## config.mk

```make
export PLATFORM = sky130hd
export DESIGN_NAME = cfg_loader
export DESIGN_NICKNAME = d
export VERILOG_FILES = /design/src/rtl/cfg_pkg.sv /design/src/rtl/cfg_crc8.sv /design/src/rtl/cfg_loader.sv
export SDC_FILE = /design/constraint.sdc
export NUM_CORES = 1
export LEC_CHECK = 0
export ABC_AREA = 1
export CORE_MARGIN = 10
export CORE_UTILIZATION = 56
export CTS_CLUSTER_DIAMETER = 80
export DETAILED_ROUTE_END_ITERATION = 12
export PLACE_DENSITY = 0.88
export SYNTH_ARGS = -nofsm -noshare
export SYNTH_HDL_FRONTEND = slang
export SYNTH_SLANG_ARGS = --single-unit
```

## constraint.sdc

```tcl
create_clock -name clk -period 2.55 [get_ports clk]
set_clock_uncertainty 0.15 [all_clocks]
set_input_delay 0.255 -clock clk [delete_from_list [all_inputs] [get_ports clk]]
set_output_delay 0.255 -clock clk [all_outputs]
set_load 0.03 [all_outputs]
```

## src/rtl/cfg_pkg.sv

```systemverilog
// Shared types and constants for the configuration-chain loader:
// FSM state encoding and the bit-serial CRC-8 definition.
package cfg_pkg;

  localparam int CRC_W = 8;
  localparam logic [CRC_W-1:0] CRC_POLY = 8'h07;

  typedef enum logic [1:0] {
    ST_IDLE   = 2'd0,
    ST_LOAD   = 2'd1,
    ST_VERIFY = 2'd2,
    ST_FINISH = 2'd3
  } cfg_state_e;

  // One MSB-first CRC step: feedback is the outgoing MSB xor the new bit.
  function automatic logic [CRC_W-1:0] crc_step(input logic [CRC_W-1:0] crc,
                                                input logic bit_in);
    logic fb;
    fb = crc[CRC_W-1] ^ bit_in;
    return {crc[CRC_W-2:0], 1'b0} ^ (fb ? CRC_POLY : '0);
  endfunction

endpackage

```

## src/rtl/cfg_crc8.sv

```systemverilog
// Bit-serial CRC-8 accumulator with synchronous clear (priority) and enable.
module cfg_crc8
  import cfg_pkg::*;
(
  input  logic             clk,
  input  logic             nrst,
  input  logic             en,
  input  logic             clr,
  input  logic             bit_in,
  output logic [CRC_W-1:0] crc
);

  always_ff @(posedge clk or negedge nrst) begin
    if (!nrst) begin
      crc <= '0;
    end else if (clr) begin
      crc <= '0;
    end else if (en) begin
      crc <= crc_step(crc, bit_in);
    end
  end

endmodule

```

## src/rtl/cfg_loader.sv

```systemverilog
// Streams host words MSB-first into a serial configuration chain, then
// optionally recirculates the chain once and compares TX/RX CRC-8 signatures.
//
// Handshake: a word moves on a rising edge where wr_valid=1 and wr_ready=1;
// wr_valid/wr_data may change freely while wr_ready=0.
module cfg_loader
  import cfg_pkg::*;
#(
  parameter int CHAIN_LEN = 48,
  parameter int WORD_W    = 8
) (
  input  logic              clk,
  input  logic              nrst,
  input  logic              en,
  input  logic              start,
  input  logic              verify_en,
  input  logic [WORD_W-1:0] wr_data,
  input  logic              wr_valid,
  output logic              wr_ready,
  output logic              config_en,
  output logic              config_data_out,
  input  logic              config_data_in,
  output logic              busy,
  output logic              done,
  output logic              err,
  output logic [1:0]        dbg_state
);

  localparam int N_WORDS   = (CHAIN_LEN + WORD_W - 1) / WORD_W;
  localparam int LAST_BITS = ((CHAIN_LEN % WORD_W) == 0) ? WORD_W : (CHAIN_LEN % WORD_W);
  localparam int CNT_W     = $clog2(CHAIN_LEN + 1);
  localparam int WCNT_W    = $clog2(N_WORDS + 1);
  localparam int BIDX_W    = $clog2(WORD_W + 1);

  cfg_state_e        state_q, state_d;
  logic [WORD_W-1:0] word_buf_q;
  logic [BIDX_W-1:0] bits_left_q;
  logic [WCNT_W-1:0] word_cnt_q;
  logic [CNT_W-1:0]  shift_cnt_q;
  logic              verify_q;
  logic              err_q;

  logic              start_ok;
  logic              in_load;
  logic              buf_full;
  logic              shift;
  logic              last_shift;
  logic              buf_drain;
  logic              accept;
  logic              tx_en;
  logic              rx_en;
  logic [CRC_W-1:0]  crc_tx;
  logic [CRC_W-1:0]  crc_rx;

  assign start_ok   = en && (state_q == ST_IDLE) && start;
  assign in_load    = (state_q == ST_LOAD);
  assign buf_full   = (bits_left_q != '0);
  assign shift      = en && config_en;
  assign last_shift = shift && (shift_cnt_q == CNT_W'(CHAIN_LEN - 1));
  assign buf_drain  = in_load && shift && (bits_left_q == BIDX_W'(1));

  // Refill in the same cycle the last buffered bit leaves, so words stream at full rate.
  assign wr_ready = en && in_load && (word_cnt_q < WCNT_W'(N_WORDS)) && (!buf_full || buf_drain);
  assign accept   = wr_valid && wr_ready;

  always_comb begin
    state_d         = state_q;
    config_en       = 1'b0;
    config_data_out = 1'b0;
    done            = 1'b0;
    tx_en           = 1'b0;
    rx_en           = 1'b0;
    case (state_q)
      ST_IDLE: begin
        if (start_ok) state_d = ST_LOAD;
      end
      ST_LOAD: begin
        config_en       = buf_full;
        config_data_out = buf_full & word_buf_q[WORD_W-1];
        tx_en           = shift;
        if (last_shift) state_d = verify_q ? ST_VERIFY : ST_FINISH;
      end
      ST_VERIFY: begin
        // Recirculate so that a full pass leaves the chain unchanged.
        config_en       = 1'b1;
        config_data_out = config_data_in;
        rx_en           = shift;
        if (last_shift) state_d = ST_FINISH;
      end
      ST_FINISH: begin
        done = en;
        if (en) state_d = ST_IDLE;
      end
      default: state_d = ST_IDLE;
    endcase
  end

  always_ff @(posedge clk or negedge nrst) begin
    if (!nrst) begin
      state_q     <= ST_IDLE;
      word_buf_q  <= '0;
      bits_left_q <= '0;
      word_cnt_q  <= '0;
      shift_cnt_q <= '0;
      verify_q    <= 1'b0;
      err_q       <= 1'b0;
    end else begin
      state_q <= state_d;
      if (start_ok) begin
        verify_q    <= verify_en;
        err_q       <= 1'b0;
        word_cnt_q  <= '0;
        shift_cnt_q <= '0;
        bits_left_q <= '0;
      end else begin
        if (shift && (state_q == ST_LOAD || state_q == ST_VERIFY)) begin
          shift_cnt_q <= last_shift ? '0 : shift_cnt_q + CNT_W'(1);
        end
        // A new word overrides the drain of the old word's final bit.
        if (accept) begin
          word_buf_q  <= wr_data;
          bits_left_q <= (word_cnt_q == WCNT_W'(N_WORDS - 1)) ? BIDX_W'(LAST_BITS)
                                                              : BIDX_W'(WORD_W);
          word_cnt_q  <= word_cnt_q + WCNT_W'(1);
        end else if (in_load && shift) begin
          word_buf_q  <= {word_buf_q[WORD_W-2:0], 1'b0};
          bits_left_q <= bits_left_q - BIDX_W'(1);
        end
        if (state_q == ST_FINISH && en) begin
          err_q <= verify_q && (crc_tx != crc_rx);
        end
      end
    end
  end

  cfg_crc8 u_crc_tx (
    .clk    (clk),
    .nrst   (nrst),
    .en     (tx_en),
    .clr    (start_ok),
    .bit_in (config_data_out),
    .crc    (crc_tx)
  );

  cfg_crc8 u_crc_rx (
    .clk    (clk),
    .nrst   (nrst),
    .en     (rx_en),
    .clr    (start_ok),
    .bit_in (config_data_in),
    .crc    (crc_rx)
  );

  assign busy      = (state_q != ST_IDLE);
  assign err       = err_q;
  assign dbg_state = state_q;

endmodule
```

==> flow_metrics.env <==
export IMPL_synth_nets=304
export IMPL_diodes=0
export IMPL_ys_ff_latch=41
export IMPL_synth_edf_count=0
export IMPL_start_util=0.578
export IMPL_crit_start="dbg_state[0]$_DFFE_PN0P_"
export IMPL_nNetsFinal=335
export IMPL_die_x_um=84.0
export IMPL_h_tree_depth=2
export IMPL_synthTopCellsByArea="dfrtp_1 (45%), nand2_1 (13%), ha_1 (5.4%)"
export IMPL_die_area_mm2=0.00706
export IMPL_worst_path_max_fanout=7
export IMPL_synth_top_area_frac=0.447
export IMPL_setup_viol=0
export IMPL_dr_pass1_iters=5
export IMPL_worstReg2RegStart="dbg_state[1]$_DFFE_PN0P_"
export IMPL_avgSynthCellArea_um2=8.23
export IMPL_rsz0062_at_grt="no"
export IMPL_gp_congestion=0.822
export IMPL_endpoint_kind="output port"
export IMPL_regArea_mm2=0.00103
export IMPL_drc=0
export IMPL_antenna_found_initial=0
export IMPL_grt_pass1_vias=1983
export IMPL_hp_start="wr_data[0]"
export IMPL_synth_cell_types=32
export IMPL_routed_wl_mm=5.27
export IMPL_clkSlewWorstSetupHoldPaths_ns=0.08
export IMPL_fin_util=0.684
export IMPL_grt_usage=0.147
export IMPL_ys_seq_area_frac=0.447
export IMPL_ys_async_sr_fraction=1.00
export IMPL_drt_iter0_markers=137
export IMPL_dieHeight_um=84.0
export IMPL_grt_pass1_wl_mm=8.94
export IMPL_synth_commonest_cells="nand2_1 (77), dfrtp_1 (41), inv_1 (33)"
export IMPL_hold_violations=0
export IMPL_yosys_warnings=0
export IMPL_pin_count=23
export IMPL_area_growth_pct=18.4
export IMPL_routedWlPerCell_um=14.6
export IMPL_required_ns=2.14
export IMPL_cts_setup_buffers=0
export IMPL_multi_input_area_mm2=0.00111
export IMPL_crit_type="reg -> out"
export IMPL_cts_tree="built"
export IMPL_numClockSinks=41
export IMPL_p_leak_nw=1.42
export IMPL_worstSkewPairLatency_ns=0.30
export IMPL_syn_area_mm2=0.00230
export IMPL_min_path_type="in -> reg"
export IMPL_cap_violations=0
export IMPL_syn_inst=279
export IMPL_hold_ws_ns=0.350
export IMPL_crit_arrival_ns=1.95
export IMPL_numCtsBuffers=5
export IMPL_tns_ns=0
export IMPL_ant_nets=0
export IMPL_cts_root_buf="clkbuf_8"
export IMPL_cts_max_path_buffers=2
export IMPL_grt_ovfl_total=0
export IMPL_row_count=23
export IMPL_slew_viol_final=0
export IMPL_min_period_ns=2.36
export IMPL_ir_worst_vdd_mv=0.422
export IMPL_status="finished, final reports clean"
export IMPL_tightest_slew_ns=0.932
export IMPL_fmax_mhz=424
export IMPL_grt_max_degree=42
export IMPL_vias=2036
export IMPL_nFillCells=323
export IMPL_p_per_area_mw_per_mm2=1110
export IMPL_period_share=0.924
export IMPL_crit_path_start_kind="flop"
export IMPL_hpwl_mm=3.72
export IMPL_ys_flop_type="dfrtp_1"
export IMPL_core_area_mm2=0.00397
export IMPL_slew_headroom=0.379
export IMPL_post_synth_top_count_cell="nand2_1"
export IMPL_numPortBuffers=22
export IMPL_routed_via_density=5.64
export IMPL_synth_top_cell_by_area="dfrtp_1"
export IMPL_drive_above_1_share=0.0965
[final cells by class]
class	count	area share
Clock inverter	1	0.0110
Multi-Input combinational cell	197	0.408
Timing Repair Buffer	30	0.100
Sequential cell	41	0.378
Clock buffer	7	0.0318
Tap cell	50	0.0230
Inverter	35	0.0483
[registers in the layout, indices dropped and copies added (netlist names)]
register,count
verify_q,1
u_crc_rx.crc,8
bits_left_q,4
shift_cnt_q,6
err,1
word_cnt_q,3
dbg_state,2
word_buf_q,8
u_crc_tx.crc,8
[metrics by stage]
step | total power [mW] | cell area [µm²] | std cells | setup slack (ns)
floorplan | 2.04 | 2300 | 279 | 0.0839
detailed placement | 2.47 | 2590 | 352 | 0.260
global placement | 2.42 | 2590 | 352 | 0.315
global route | 3.24 | 2720 | 361 | 0.0358
CTS | 3.03 | 2720 | 361 | 0.140
finish | 3.03 | 2720 | 361 | 0.194
[routing by layer]
metal,GRT usage,up-vias,part of all wire
li1,-,983,-
met3,0.0352,10,0.050
met5,0,-,0
met2,0.241,58,0.48
met1,0.178,985,0.45
met4,0.0609,0,0.020
[cell families after synthesis]
logic type	synth area share
flip-flops	0.447
buffers and inverters	0.0703
adder cells (fa/ha/maj)	0.0545
XOR/XNOR	0.0420
AND/OR/NAND/NOR	0.289
AO/OA/AOI/OAI	0.0970
[critical path, stage by stage (launching register included)]
cell and delay [ns]:
dfrtp_1 0.47, inv_1 0.12, ha_1 0.42, a21boi_4 0.23, dlygate4sd2_1 0.42
[cells in the final DEF (no fill, tap or decap), drive strengths merged, types with 9 or more instances in the layout]
cell | synthesis | layout
inv | 35 | 35
nor2 | 12 | 12
nand2 | 83 | 83
dfrtp | 41 | 41
a21oi | 9 | 9
buf | 5 | 9
o22ai | 14 | 14
nand3 | 26 | 26
nand4 | 13 | 13
clkdlybuf4s50 | 0 | 18
ha | 10 | 10
[path summary, 6_finish.rpt]
check | to | slack (ns) | depth (start not counted)
worst max-delay path | config_en | 0.19 | 4
worst min-delay path | word_buf_q[0]$_DFFE_PN0P_ | 0.35 | 3
worst max register to register | word_buf_q[4]$_DFFE_PN0P_ | 0.30 | 10
worst min register to register | word_cnt_q[0]$_DFFE_PN0P_ | 0.35 | 1
max in group asynchronous | word_buf_q[1]$_DFFE_PN0P_ | 1.18 | 2
min in group asynchronous | u_crc_rx.crc[0]$_DFFE_PN0P_ | 0.49 | 2
[where the power goes]
part | switching [mW] | leakage [nW] | total [mW] | internal (mW)
Clock | 0.223 | 0.0585 | 0.542 | 0.319
Sequential | 0.175 | 0.551 | 1.03 | 0.856
Combinational | 0.894 | 0.814 | 1.46 | 0.561
[timing repair]
action,CTS,global route
endpoints found under the setup margin,2,1
endpoints found under the hold margin,41,0
gates resized for setup,2,1
hold buffers,1,0
Note: power is estimated with default switching activity, not from simulation.
